$ cat config.mk
export PLATFORM = sky130hd
export DESIGN_NAME = sub86_memctl_flat
export DESIGN_NICKNAME = d
export VERILOG_FILES = /design/src/rtl/sub86_memctl_if.sv /design/src/rtl/sub86_memctl.sv /design/src/flat_wrapper.sv
export SDC_FILE = /design/constraint.sdc
export NUM_CORES = 1
export LEC_CHECK = 0
export ABC_AREA = 0
export CAP_MARGIN = 0
export CORE_UTILIZATION = 55
export DETAILED_ROUTE_END_ITERATION = 8
export MAX_ROUTING_LAYER = met4
export PLACE_DENSITY_LB_ADDON = 0.2
export SYNTH_ARGS = -nofsm -noshare
export SYNTH_HDL_FRONTEND = slang
export SYNTH_SLANG_ARGS = --single-unit
$ cat constraint.sdc
create_clock -name CLK -period 25.1 [get_ports CLK]
set_clock_uncertainty 0.15 [all_clocks]
set_input_delay 5.02 -clock CLK [delete_from_list [all_inputs] [get_ports CLK]]
set_output_delay 5.02 -clock CLK [all_outputs]
set_load 0.01 [all_outputs]
$ cat src/rtl/sub86_memctl_if.sv
// Memory-side bus of sub86_memctl: one 16-bit transaction per MREQ/MACK handshake.
// Lane 0 (MBE[0], data[7:0]) is the even byte of the halfword at MADDR.
interface sub86_memctl_if;
    logic        MREQ;
    logic        MWE;
    logic [30:0] MADDR;
    logic [1:0]  MBE;
    logic [15:0] MWDATA;
    logic [15:0] MRDATA;
    logic        MACK;

    modport master (
        output MREQ, MWE, MADDR, MBE, MWDATA,
        input  MRDATA, MACK
    );

    modport slave (
        input  MREQ, MWE, MADDR, MBE, MWDATA,
        output MRDATA, MACK
    );
endinterface

$ cat src/rtl/sub86_memctl.sv
// Serialises one CPU step (posted write, instruction fetch, data read) onto a 16-bit memory bus.
// The CPU is stalled through CE, which is high only in the final DONE state.
module sub86_memctl #(
    parameter logic [15:0] RESET_ID = 16'h9090
) (
    input  logic                  CLK,
    input  logic                  RST,
    input  logic [31:0]           IA,
    output logic [15:0]           ID,
    input  logic [31:0]           A,
    input  logic [31:0]           Q,
    output logic [31:0]           D,
    input  logic                  WEN,
    input  logic                  RD,
    input  logic [1:0]            BEN,
    output logic                  CE,
    sub86_memctl_if.master        mem
);

    localparam logic [1:0] BenDword = 2'b01;

    typedef enum logic [2:0] {
        StWr0, StWr1, StIf0, StIf1, StDec, StRd0, StRd1, StDone
    } state_e;

    state_e      state_q, state_d;
    logic [15:0] id_q, id_d;
    logic [31:0] d_q, d_d;
    logic [31:0] wb_addr_q, wb_addr_d;
    logic [31:0] wb_data_q, wb_data_d;
    logic [1:0]  wb_ben_q, wb_ben_d;
    logic [31:0] rd_addr_q, rd_addr_d;
    logic [1:0]  rd_ben_q, rd_ben_d;

    logic        bus_req, bus_we, ack;
    logic [30:0] bus_addr;
    logic [1:0]  bus_be;
    logic [15:0] bus_wdata;

    always_ff @(posedge CLK or posedge RST) begin
        if (RST) begin
            state_q   <= StIf0;
            id_q      <= RESET_ID;
            d_q       <= '0;
            wb_addr_q <= '0;
            wb_data_q <= '0;
            wb_ben_q  <= '0;
            rd_addr_q <= '0;
            rd_ben_q  <= '0;
        end else begin
            state_q   <= state_d;
            id_q      <= id_d;
            d_q       <= d_d;
            wb_addr_q <= wb_addr_d;
            wb_data_q <= wb_data_d;
            wb_ben_q  <= wb_ben_d;
            rd_addr_q <= rd_addr_d;
            rd_ben_q  <= rd_ben_d;
        end
    end

    // Bus outputs decode from the state register; IA is used live while fetching.
    always_comb begin
        bus_req   = 1'b0;
        bus_we    = 1'b0;
        bus_addr  = '0;
        bus_be    = '0;
        bus_wdata = '0;
        unique case (state_q)
            StWr0: begin
                bus_req  = 1'b1;
                bus_we   = 1'b1;
                bus_addr = wb_addr_q[31:1];
                if (wb_ben_q[0]) begin
                    bus_be    = 2'b11;
                    bus_wdata = wb_data_q[15:0];
                end else begin
                    bus_be    = wb_addr_q[0] ? 2'b10 : 2'b01;
                    bus_wdata = {2{wb_data_q[7:0]}};
                end
            end
            StWr1: begin
                bus_req   = 1'b1;
                bus_we    = 1'b1;
                bus_addr  = wb_addr_q[31:1] + 31'd1;
                bus_be    = 2'b11;
                bus_wdata = wb_data_q[31:16];
            end
            StIf0: begin
                bus_req  = 1'b1;
                bus_addr = IA[31:1];
                bus_be   = 2'b11;
            end
            StIf1: begin
                bus_req  = 1'b1;
                bus_addr = IA[31:1] + 31'd1;
                bus_be   = 2'b11;
            end
            StRd0: begin
                bus_req  = 1'b1;
                bus_addr = rd_addr_q[31:1];
                bus_be   = 2'b11;
            end
            StRd1: begin
                bus_req  = 1'b1;
                bus_addr = rd_addr_q[31:1] + 31'd1;
                bus_be   = 2'b11;
            end
            default: ;
        endcase
        if (RST) begin
            bus_req   = 1'b0;
            bus_we    = 1'b0;
            bus_addr  = '0;
            bus_be    = '0;
            bus_wdata = '0;
        end
    end

    assign mem.MREQ   = bus_req;
    assign mem.MWE    = bus_we;
    assign mem.MADDR  = bus_addr;
    assign mem.MBE    = bus_be;
    assign mem.MWDATA = bus_wdata;
    assign ack        = bus_req & mem.MACK;

    always_comb begin
        state_d   = state_q;
        id_d      = id_q;
        d_d       = d_q;
        wb_addr_d = wb_addr_q;
        wb_data_d = wb_data_q;
        wb_ben_d  = wb_ben_q;
        rd_addr_d = rd_addr_q;
        rd_ben_d  = rd_ben_q;
        unique case (state_q)
            StWr0: if (ack) state_d = (wb_ben_q == BenDword) ? StWr1 : StIf0;
            StWr1: if (ack) state_d = StIf0;
            StIf0: begin
                if (ack) begin
                    if (IA[0]) begin
                        id_d[15:8] = mem.MRDATA[15:8];
                        state_d    = StIf1;
                    end else begin
                        id_d    = {mem.MRDATA[7:0], mem.MRDATA[15:8]};
                        state_d = StDec;
                    end
                end
            end
            StIf1: begin
                if (ack) begin
                    id_d[7:0] = mem.MRDATA[7:0];
                    state_d   = StDec;
                end
            end
            StDec: begin
                rd_addr_d = A;
                rd_ben_d  = BEN;
                state_d   = RD ? StRd0 : StDone;
            end
            StRd0: begin
                if (ack) begin
                    state_d = StDone;
                    case (rd_ben_q)
                        2'b01: begin
                            d_d[15:0] = mem.MRDATA;
                            state_d   = StRd1;
                        end
                        2'b11:   d_d = {16'h0, mem.MRDATA};
                        default: d_d = {24'h0, rd_addr_q[0] ? mem.MRDATA[15:8] : mem.MRDATA[7:0]};
                    endcase
                end
            end
            StRd1: begin
                if (ack) begin
                    d_d[31:16] = mem.MRDATA;
                    state_d    = StDone;
                end
            end
            StDone: begin
                if (!WEN) begin
                    wb_addr_d = A;
                    wb_data_d = Q;
                    wb_ben_d  = BEN;
                    state_d   = StWr0;
                end else begin
                    state_d = StIf0;
                end
            end
            default: state_d = StIf0;
        endcase
    end

    assign ID = id_q;
    assign D  = d_q;
    assign CE = (state_q == StDone);

endmodule

$ cat src/flat_wrapper.sv
// flat-port wrapper written by rule: the top's interface ports become plain ports
module sub86_memctl_flat 
#(
    parameter logic [15:0] RESET_ID = 16'h9090
)
  (CLK, RST, IA, ID, A, Q, D, WEN, RD, BEN, CE, mem_MREQ, mem_MWE, mem_MADDR, mem_MBE, mem_MWDATA, mem_MRDATA, mem_MACK);
  sub86_memctl_if mem_i ();
  input  logic CLK;
  input  logic RST;
  input  logic [31:0] IA;
  output logic [15:0] ID;
  input  logic [31:0] A;
  input  logic [31:0] Q;
  output logic [31:0] D;
  input  logic WEN;
  input  logic RD;
  input  logic [1:0] BEN;
  output logic CE;
  output wire logic [$bits(mem_i.MREQ)-1:0] mem_MREQ;
  output wire logic [$bits(mem_i.MWE)-1:0] mem_MWE;
  output wire logic [$bits(mem_i.MADDR)-1:0] mem_MADDR;
  output wire logic [$bits(mem_i.MBE)-1:0] mem_MBE;
  output wire logic [$bits(mem_i.MWDATA)-1:0] mem_MWDATA;
  input wire logic [$bits(mem_i.MRDATA)-1:0] mem_MRDATA;
  input wire logic [$bits(mem_i.MACK)-1:0] mem_MACK;
  assign mem_MREQ = mem_i.MREQ;
  assign mem_MWE = mem_i.MWE;
  assign mem_MADDR = mem_i.MADDR;
  assign mem_MBE = mem_i.MBE;
  assign mem_MWDATA = mem_i.MWDATA;
  assign mem_i.MRDATA = mem_MRDATA;
  assign mem_i.MACK = mem_MACK;
  sub86_memctl #(.RESET_ID(RESET_ID)) u_core (.CLK(CLK), .RST(RST), .IA(IA), .ID(ID), .A(A), .Q(Q), .D(D), .WEN(WEN), .RD(RD), .BEN(BEN), .CE(CE), .mem(mem_i));
endmodule
* Word-level counts from Yosys, hierarchy flattened
Index checks and enable logic that the tools add are counted.
** Word-level totals
- Register bits after elaboration :: 151
- Input port bits :: 119
- Output and inout bits :: 100
- Word-level logic and storage cells :: 82
** Cells by class
- Add/subtract/negate cells :: 3
- Equality and inequality tests :: 18
- Multiplexer cells :: 36
- Bitwise logic cells :: 2
- Reductions and logical operators :: 13
** Operator list (number)
- $pmux W31 S6 :: 1
- $add A31 B1 Y31 const B :: 3
- $mux W16 :: 5
- $pmux W16 S2 :: 2
- $mux W8 :: 5
- $mux W32 :: 1
- $mux W31 :: 1
- $pmux W3 S8 :: 1
- $mux W3 :: 7
- $pmux W8 S2 :: 1
- $eq A3 B3 Y1 const B :: 4
- $mux W2 :: 6
- $ne A2 B1 Y1 const B :: 6
- $reduce_and A4 Y1 :: 2
- $eq A3 B2 Y1 const B :: 2
- $reduce_and A2 Y1 :: 3
- $reduce_and A6 Y1 :: 1
- $reduce_or A6 Y1 :: 1
- $mux W1 :: 5
- $reduce_or A5 Y1 :: 1
- $eq A2 B1 Y1 const B :: 2
- $ne A2 B2 Y1 const B :: 2
- $pmux W2 S2 :: 1
- $reduce_bool A2 Y1 :: 2
- 6 further kinds :: 7

* Longest topological paths before layout
Gate-level depths: netlist of run 1.
- Word-level depth :: 7
- Depth in mapped cells :: 13
- Gate-level depth less buffers :: 10

* Least setup slack after synthesis of run 1
OpenSTA, ideal clock, no wires.
- Path kind :: input port to output port
- Start point :: input RST
- End point :: output mem_MADDR[12]
- Arrival :: 10.601 ns
- Required time :: 19.930 ns
- Setup slack :: 9.329 ns
- Cell stages on the path :: 8
- Buffers on the path :: 2
- Cells stage by stage :: inv_1 nand2_1 inv_2 and2_1 clkbuf_1 clkbuf_1 nand2_1 o311ai_0
** On the way
- Longest elaborated chain between the ends :: 1
** RTL lines
- from (decl) :: line flat_wrapper.sv:9 : input logic RST;
- $mux W31 :: line sub86_memctl.sv:111 : if (RST) begin
- to (decl) :: line flat_wrapper.sv:21 : output wire logic [$bits(mem_i.MADDR)-1:0] mem_MADDR;
Every way passes these cells.

* Worst setup path after layout of run 1
- Start point :: input RST
- End point :: output mem_MADDR[21]
The elaborated chain is that of the path after synthesis.

==> flow_metrics.py, run 1 <==
metrics = {
    "timing": {
        "whs_ns": 0.330,
        "min_period_ns": 14.54,
        "setup_viol": 0,
        "tightest_slew_ns": 1.15,
        "fin_ws_ns": 10.56,
        "timing_hold_violations_final": 0,
        "slew_headroom_pct": 22.9,
        "setup-tns-final_ns": 0,
        "fmax_ghz": 0.0688,
        "finalMaxSlewViolations": 0,
        "fin_crit_sh_pct": 57.9,
        "rsz0062_at_grt": "no",
    },
    "global_route": {
        "antenna_found_initial": 0,
        "grt_overflow": 0,
        "grt_pass1_vias": 8010,
        "track_usage_pct": 32.6,
        "grt_start_max_net_pins": 78,
        "grt_first_pass_wirelength_mm": 41.4,
    },
    "drt": {
        "detail_route.wl_per_cell_um": 19.8,
        "drt-initial-drc-count": 720,
        "ant_nets": 0,
        "vias": 8297,
        "vias_per_cell": 6.23,
        "drtPass1Iterations": 5,
        "drt-total-wl_mm": 26.4,
        "drc": 0,
    },
    "floorplanning": {
        "ios": 219,
        "fp.coreArea_um2": 16100,
        "die_w_um": 131,
        "rows": 46,
        "die_area_um2": 17100,
        "start_util_pct": 56.8,
        "die_y_um": 131,
    },
    "synthesis": {
        "async_reset_ff_share_pct": 100,
        "yosys.area_share.adder_pct": 0.137,
        "synth-edff-count": 0,
        "synthSimpleGateAreaFrac_pct": 14.1,
        "ys_warn_count": 0,
        "synthesis.instances": 931,
        "synth-seq-area-share_pct": 41.5,
        "synth.distinct_cells": 71,
        "muxShareOfSynthArea_pct": 20.3,
        "syn_nets": 1051,
        "synth-main-ff-cell": "dfrtp_1",
        "synth-compound-area-share_pct": 18.1,
        "syn-mean-instance-area_um2": 9.80,
        "ys_ff_latch": 151,
        "synth_top_family_by_area": "multiplexers",
        "synth_xor_area_share_pct": 1.15,
        "synth_area_um2": 9130,
    },
    "pwr": {
        "power_density_nw_per_um2": 126,
        "p_int_mw": 0.893,
        "p_comb_share_pct": 51.3,
        "power.share.sequential_pct": 31.0,
        "total_power_mw": 1.50,
        "p_switching_mw": 0.605,
        "clkPwrFrac_pct": 17.6,
        "switching_share_pct": 40.4,
        "p_leak_nw": 4.99,
        "ir_worst_vdd_mv": 0.0753,
    },
    "cells_and_area": {
        "design_area_um2": 11900,
        "antenna_cells": 0,
        "drive_gt1_share_pct": 15.3,
        "n_fill_cell": 1218,
        "nNetsFinal": 1224,
        "synthToLayoutAreaGrowth_pct": 30.3,
    },
    "place": {
        "place_area_um2": 11300,
        "dpl_worst_slack_ns": 10.60,
        "hpwlAfterDp_mm": 17.4,
        "portBuffers": 218,
        "place_congestion": 0.849,
    },
    "setup_path": {
        "crit_required_ns": 19.93,
        "path_class": "in -> out",
        "endpoint_kind": "output pin",
        "arrival_ns": 9.37,
        "startpoint_type": "primary input",
        "crit_fanout": 76,
    },
    "clock_tree": {
        "cts_resized": 0,
        "cts_hold_buf": 0,
        "clk_pin_slew_ns": 0.06,
        "cts-root-buf": "clkbuf_16",
        "cts.sinks": 151,
        "numCtsBuffers": 17,
        "cts_tree": "built",
        "h-tree-depth": 4,
        "cts.path.max_buffers": 2,
        "postCtsSetupBuffers": 0,
        "clock_latency_ns": 0.43,
    },
    "flow_run": {
        "max-cap-violations": 0,
    },
    "min_path": {
        "hp-class": "reg -> reg",
    },
    "run_status": {
        "outcome": "finished clean",
    },
}
==> cell usage in the layout, fill, tap and decap left out, drive strengths merged, types with 9 or more instances in the layout <==
master,netlist,final
o211ai,11,11
inv,11,13
nor3,41,41
a22o,16,16
o22ai,34,34
a21oi,67,67
mux2,104,104
nand3,15,15
nand4,9,9
mux2i,68,68
xnor2,11,11
dfrtp,146,146
o21ai,51,51
nand2,66,66
nor2,83,83
clkdlybuf4s50,0,218
buf,32,11
clkbuf,43,20
a211oi,12,12
a211o,17,17
==> final timing paths <==
kind	start	end	slack, ns	cells past startpoint
setup reg to reg	u_core.state_q[1]	u_core.D[6]	20.48	9
hold reg to reg	u_core.ID[3]	u_core.ID[3]	0.33	2
hold / removal	u_core.ID[3]	u_core.ID[3]	0.33	2
max in group asynchronous	RST	u_core.state_q[0]	18.24	3
setup / recovery	RST	mem_MADDR[21]	10.56	8
min in group asynchronous	RST	u_core.wb_data_q[14]	5.01	2
==> metrics by stage <==
| step | util (%) | std cells |
|---|---|---|
| floorplan | - | 931 |
| global placement | 70.4 | 1301 |
| detailed placement | 70.4 | 1301 |
| CTS | 74.1 | 1332 |
| global route | 74.1 | 1332 |
| finish | 74.1 | 1332 |
==> critical path, stage by stage <==
cell             delay, ns
clkdlybuf4s50_1       0.52
inv_6                 0.53
nand2_1               0.87
inv_2                 0.43
nand2_1               0.57
or4_1                 0.69
o211ai_1              0.10
clkdlybuf4s50_1       0.58
==> registers in the layout (all words and copies together) (netlist names) <==
register	count
u_core.wb_data_q	32
u_core.rd_ben_q	2
u_core.D	32
u_core.ID	16
u_core.rd_addr_q	32
u_core.wb_ben_q	2
u_core.state_q	3
u_core.wb_addr_q	32
==> layer usage <==
layer | global-route usage, % | wire length, um | vias to the layer above
li1 | - | - | 3803
met1 | 41.2 | 10900 | 4040
met2 | 50.2 | 12500 | 402
met3 | 7.70 | 2190 | 52
met4 | 13.7 | 727 | 0
met5 | - | 0 | -
==> final cells by class <==
type | instances | area (um2) | area share (%)
clock buffers | 20 | 447 | 3.76
clock inverters | 11 | 149 | 1.25
inverters | 12 | 51.3 | 0.431
multi-input cells | 693 | 4920 | 41.4
flip-flops and latches | 151 | 3790 | 31.9
well taps | 216 | 270 | 2.27
repair buffers | 229 | 2260 | 19.0
==> logic make-up (layout without fill, tap and decap cells) <==
family,count (synthesis),count (layout)
muxes,172,172
adders and majority gates,1,1
and+or+nand+nor,259,259
AOI/OAI and AO/OA,249,249
xor gates and xnor gates,12,12
buffers and inverters,87,272
DFF,151,151
==> power by group through the flow <==
| stage | clock network (mW) | logic (mW) | registers, mW |
|---|---|---|---|
| final | 0.264 | 0.769 | 0.465 |
| after global routing | 0.276 | 0.832 | 0.479 |
| after CTS | 0.266 | 0.762 | 0.462 |
| after detailed placement | 0 | 0.755 | 0.464 |
| after global placement | 0 | 0.739 | 0.460 |
| after floorplan | 0 | 0.519 | 0.441 |
==> synthesized netlist by cell type, drive strengths merged, types with 3 or more instances <==
library cell | count | area, um2
or4 | 5 | 37.5
nand3 | 15 | 75.1
dfrtp | 146 | 3650
a21oi | 67 | 339
o311ai | 8 | 70.1
or3 | 6 | 37.5
inv | 11 | 41.3
clkbuf | 43 | 165
and2 | 4 | 25.0
a222oi | 5 | 50.1
xnor2 | 11 | 96.3
nand2 | 66 | 255
nand4 | 9 | 62.6
mux2 | 104 | 1170
mux2i | 68 | 681
a21o | 6 | 45.0
nor4 | 4 | 61.3
o21ai | 51 | 255
o311a | 3 | 30.0
dfstp | 5 | 131
o22ai | 34 | 213
nor3b | 6 | 45.0
a22o | 16 | 140
a211oi | 12 | 105
nor3 | 41 | 215
o221ai | 3 | 26.3
nor2 | 83 | 312
a211o | 17 | 158
buf | 32 | 225
nand2b | 3 | 21.3
o22a | 4 | 35.0
nor2b | 6 | 37.5
o211ai | 11 | 82.6
Power figures use the tool's default switching activity.
==> run 2, diff against run 1 <==
--- a/config.mk
+++ b/config.mk
@@ -7,7 +7,7 @@
 export LEC_CHECK = 0
 export ABC_AREA = 0
 export CAP_MARGIN = 0
-export CORE_UTILIZATION = 55
+export CORE_UTILIZATION = 51
 export DETAILED_ROUTE_END_ITERATION = 8
 export MAX_ROUTING_LAYER = met4
 export PLACE_DENSITY_LB_ADDON = 0.2
==> constraint.sdc (replaced) <==
create_clock -name CLK -period 14.9 [get_ports CLK]
set_clock_uncertainty 0.15 [all_clocks]
set_input_delay 2.98 -clock CLK [delete_from_list [all_inputs] [get_ports CLK]]
set_output_delay 2.98 -clock CLK [all_outputs]
set_load 0.01 [all_outputs]
==> run 2 against run 1 <==
  * Die area rose by 7.7%
  * Sequential power rose by 65%
  * Design area fell by 0.15%
  * Register-to-register slack got worse by 10 ns
  * First-iteration DRC count fell by 19%
  * Final cell count rose by 0.75%
  * Combinational power rose by 68%
  * Critical endpoint is now mem_MADDR[25]
  * Largest power group unchanged
==> flow_metrics.py, run 2 (synthesis gave the netlist of run 1 again) <==
metrics = {
    "run_status": {
        "outcome": "finished clean",
    },
    "floorplanning": {
        "die_area_um2": 18400,
        "fp.coreArea_um2": 17400,
        "die_y_um": 136,
        "start_util_pct": 52.6,
        "rows": 48,
        "ios": 219,
        "die_w_um": 136,
    },
    "clock_tree": {
        "clock_latency_ns": 0.43,
        "clk_pin_slew_ns": 0.06,
        "cts_hold_buf": 0,
        "cts-root-buf": "clkbuf_16",
        "cts_tree": "built",
        "h-tree-depth": 4,
        "cts.path.max_buffers": 2,
        "numCtsBuffers": 17,
        "cts_resized": 0,
        "postCtsSetupBuffers": 0,
        "cts.sinks": 151,
    },
    "timing": {
        "setup_viol": 0,
        "setup-tns-final_ns": 0,
        "min_period_ns": 10.45,
        "fmax_ghz": 0.0957,
        "finalMaxSlewViolations": 0,
        "slew_headroom_pct": 26.1,
        "rsz0062_at_grt": "no",
        "whs_ns": 0.328,
        "tightest_slew_ns": 1.10,
        "fin_crit_sh_pct": 70.1,
        "timing_hold_violations_final": 0,
    },
    "flow_run": {
        "max-cap-violations": 0,
    },
    "pwr": {
        "p_leak_nw": 4.97,
        "ir_worst_vdd_mv": 0.127,
        "total_power_mw": 2.48,
        "power_density_nw_per_um2": 209,
    },
    "drt": {
        "ant_nets": 0,
        "detail_route.wl_per_cell_um": 19.4,
        "drtPass1Iterations": 7,
        "vias": 8112,
        "drc": 0,
        "drt-total-wl_mm": 26.0,
        "vias_per_cell": 6.04,
        "drt-initial-drc-count": 586,
    },
    "cells_and_area": {
        "n_fill_cell": 1385,
        "synthToLayoutAreaGrowth_pct": 30.1,
        "nNetsFinal": 1224,
        "utilization_pct": 68.4,
        "design_area_um2": 11900,
        "final_common_cell": "clkdlybuf4s50_1",
        "mostFrequentLayoutCells": "clkdlybuf4s50_1 (218), dfrtp_1 (145), mux2_2 (104)",
        "antenna_cells": 0,
        "drive_gt1_share_pct": 15.5,
    },
    "global_route": {
        "grt_overflow": 0,
        "grt_pass1_vias": 7807,
        "grt_first_pass_wirelength_mm": 40.6,
        "track_usage_pct": 29.4,
        "antenna_found_initial": 0,
        "grt_start_max_net_pins": 90,
    },
    "place": {
        "place_congestion": 0.859,
        "place_area_um2": 11300,
        "portBuffers": 218,
        "hpwlAfterDp_mm": 17.4,
    },
    "setup_path": {
        "endpoint_kind": "output pin",
        "startpoint_type": "primary input",
        "path_class": "in -> out",
        "arrival_ns": 7.32,
        "crit_fanout": 74,
        "crit_required_ns": 11.77,
    },
    "min_path": {
        "hp-class": "reg -> reg",
    },
}
==> run 2: final cells by class <==
| cell class | count | area, um2 | share of cell area [%] |
|---|---|---|---|
| Multi-Input combinational cell | 693 | 4920 | 41.4 |
| Sequential cell | 151 | 3790 | 31.9 |
| Timing Repair Buffer | 229 | 2260 | 19.1 |
| Clock buffer | 18 | 429 | 3.61 |
| Tap cell | 225 | 282 | 2.37 |
| Clock inverter | 14 | 138 | 1.16 |
| Inverter | 12 | 51.3 | 0.432 |
==> run 2: worst max-delay path, stage by stage <==
cell,delay (ns)
clkdlybuf4s50_1,0.54
inv_6,0.56
nand2_1,0.84
inv_2,0.42
nand2_1,0.57
nor2_1,0.23
or4b_1,0.44
o211ai_1,0.10
clkdlybuf4s50_1,0.58
==> run 2: stage by stage <==
step / instances / worst slack, ns
after floorplan: 931 / 3.21
final: 1342 / 4.45
after global placement: 1310 / 4.69
after detailed placement: 1310 / 4.44
after CTS: 1342 / 4.43
after global routing: 1342 / 4.02
==> run 2: path summary, 6_finish.rpt <==
check                                        from                    to  slack [ns]  cells past startpoint
worst min register to register       u_core.ID[4]          u_core.ID[4]        0.33                      2
worst max register to register  u_core.state_q[0]          u_core.D[21]       10.37                      8
min in group asynchronous                     RST  u_core.wb_data_q[18]        3.02                      2
max in group asynchronous                     RST         u_core.ID[10]       10.16                      3
worst min-delay path                 u_core.ID[4]          u_core.ID[4]        0.33                      2
worst max-delay path                          RST         mem_MADDR[25]        4.45                      9
==> run 2: per-layer routing <==
metal | part of all wire, % | GRT usage, % | vias to the layer above
met2 | 47 | 45.2 | 337
li1 | - | - | 3804
met1 | 43 | 37.2 | 3931
met5 | 0 | - | -
met4 | 2.3 | 11.2 | 0
met3 | 7.9 | 7.33 | 40
==> run 2: power by group <==
part | switching [mW] | total [mW] | internal (mW)
Sequential | 0.160 | 0.769 | 0.608
Clock | 0.187 | 0.421 | 0.234
Combinational | 0.666 | 1.29 | 0.627
Total | 1.01 | 2.48 | 1.47
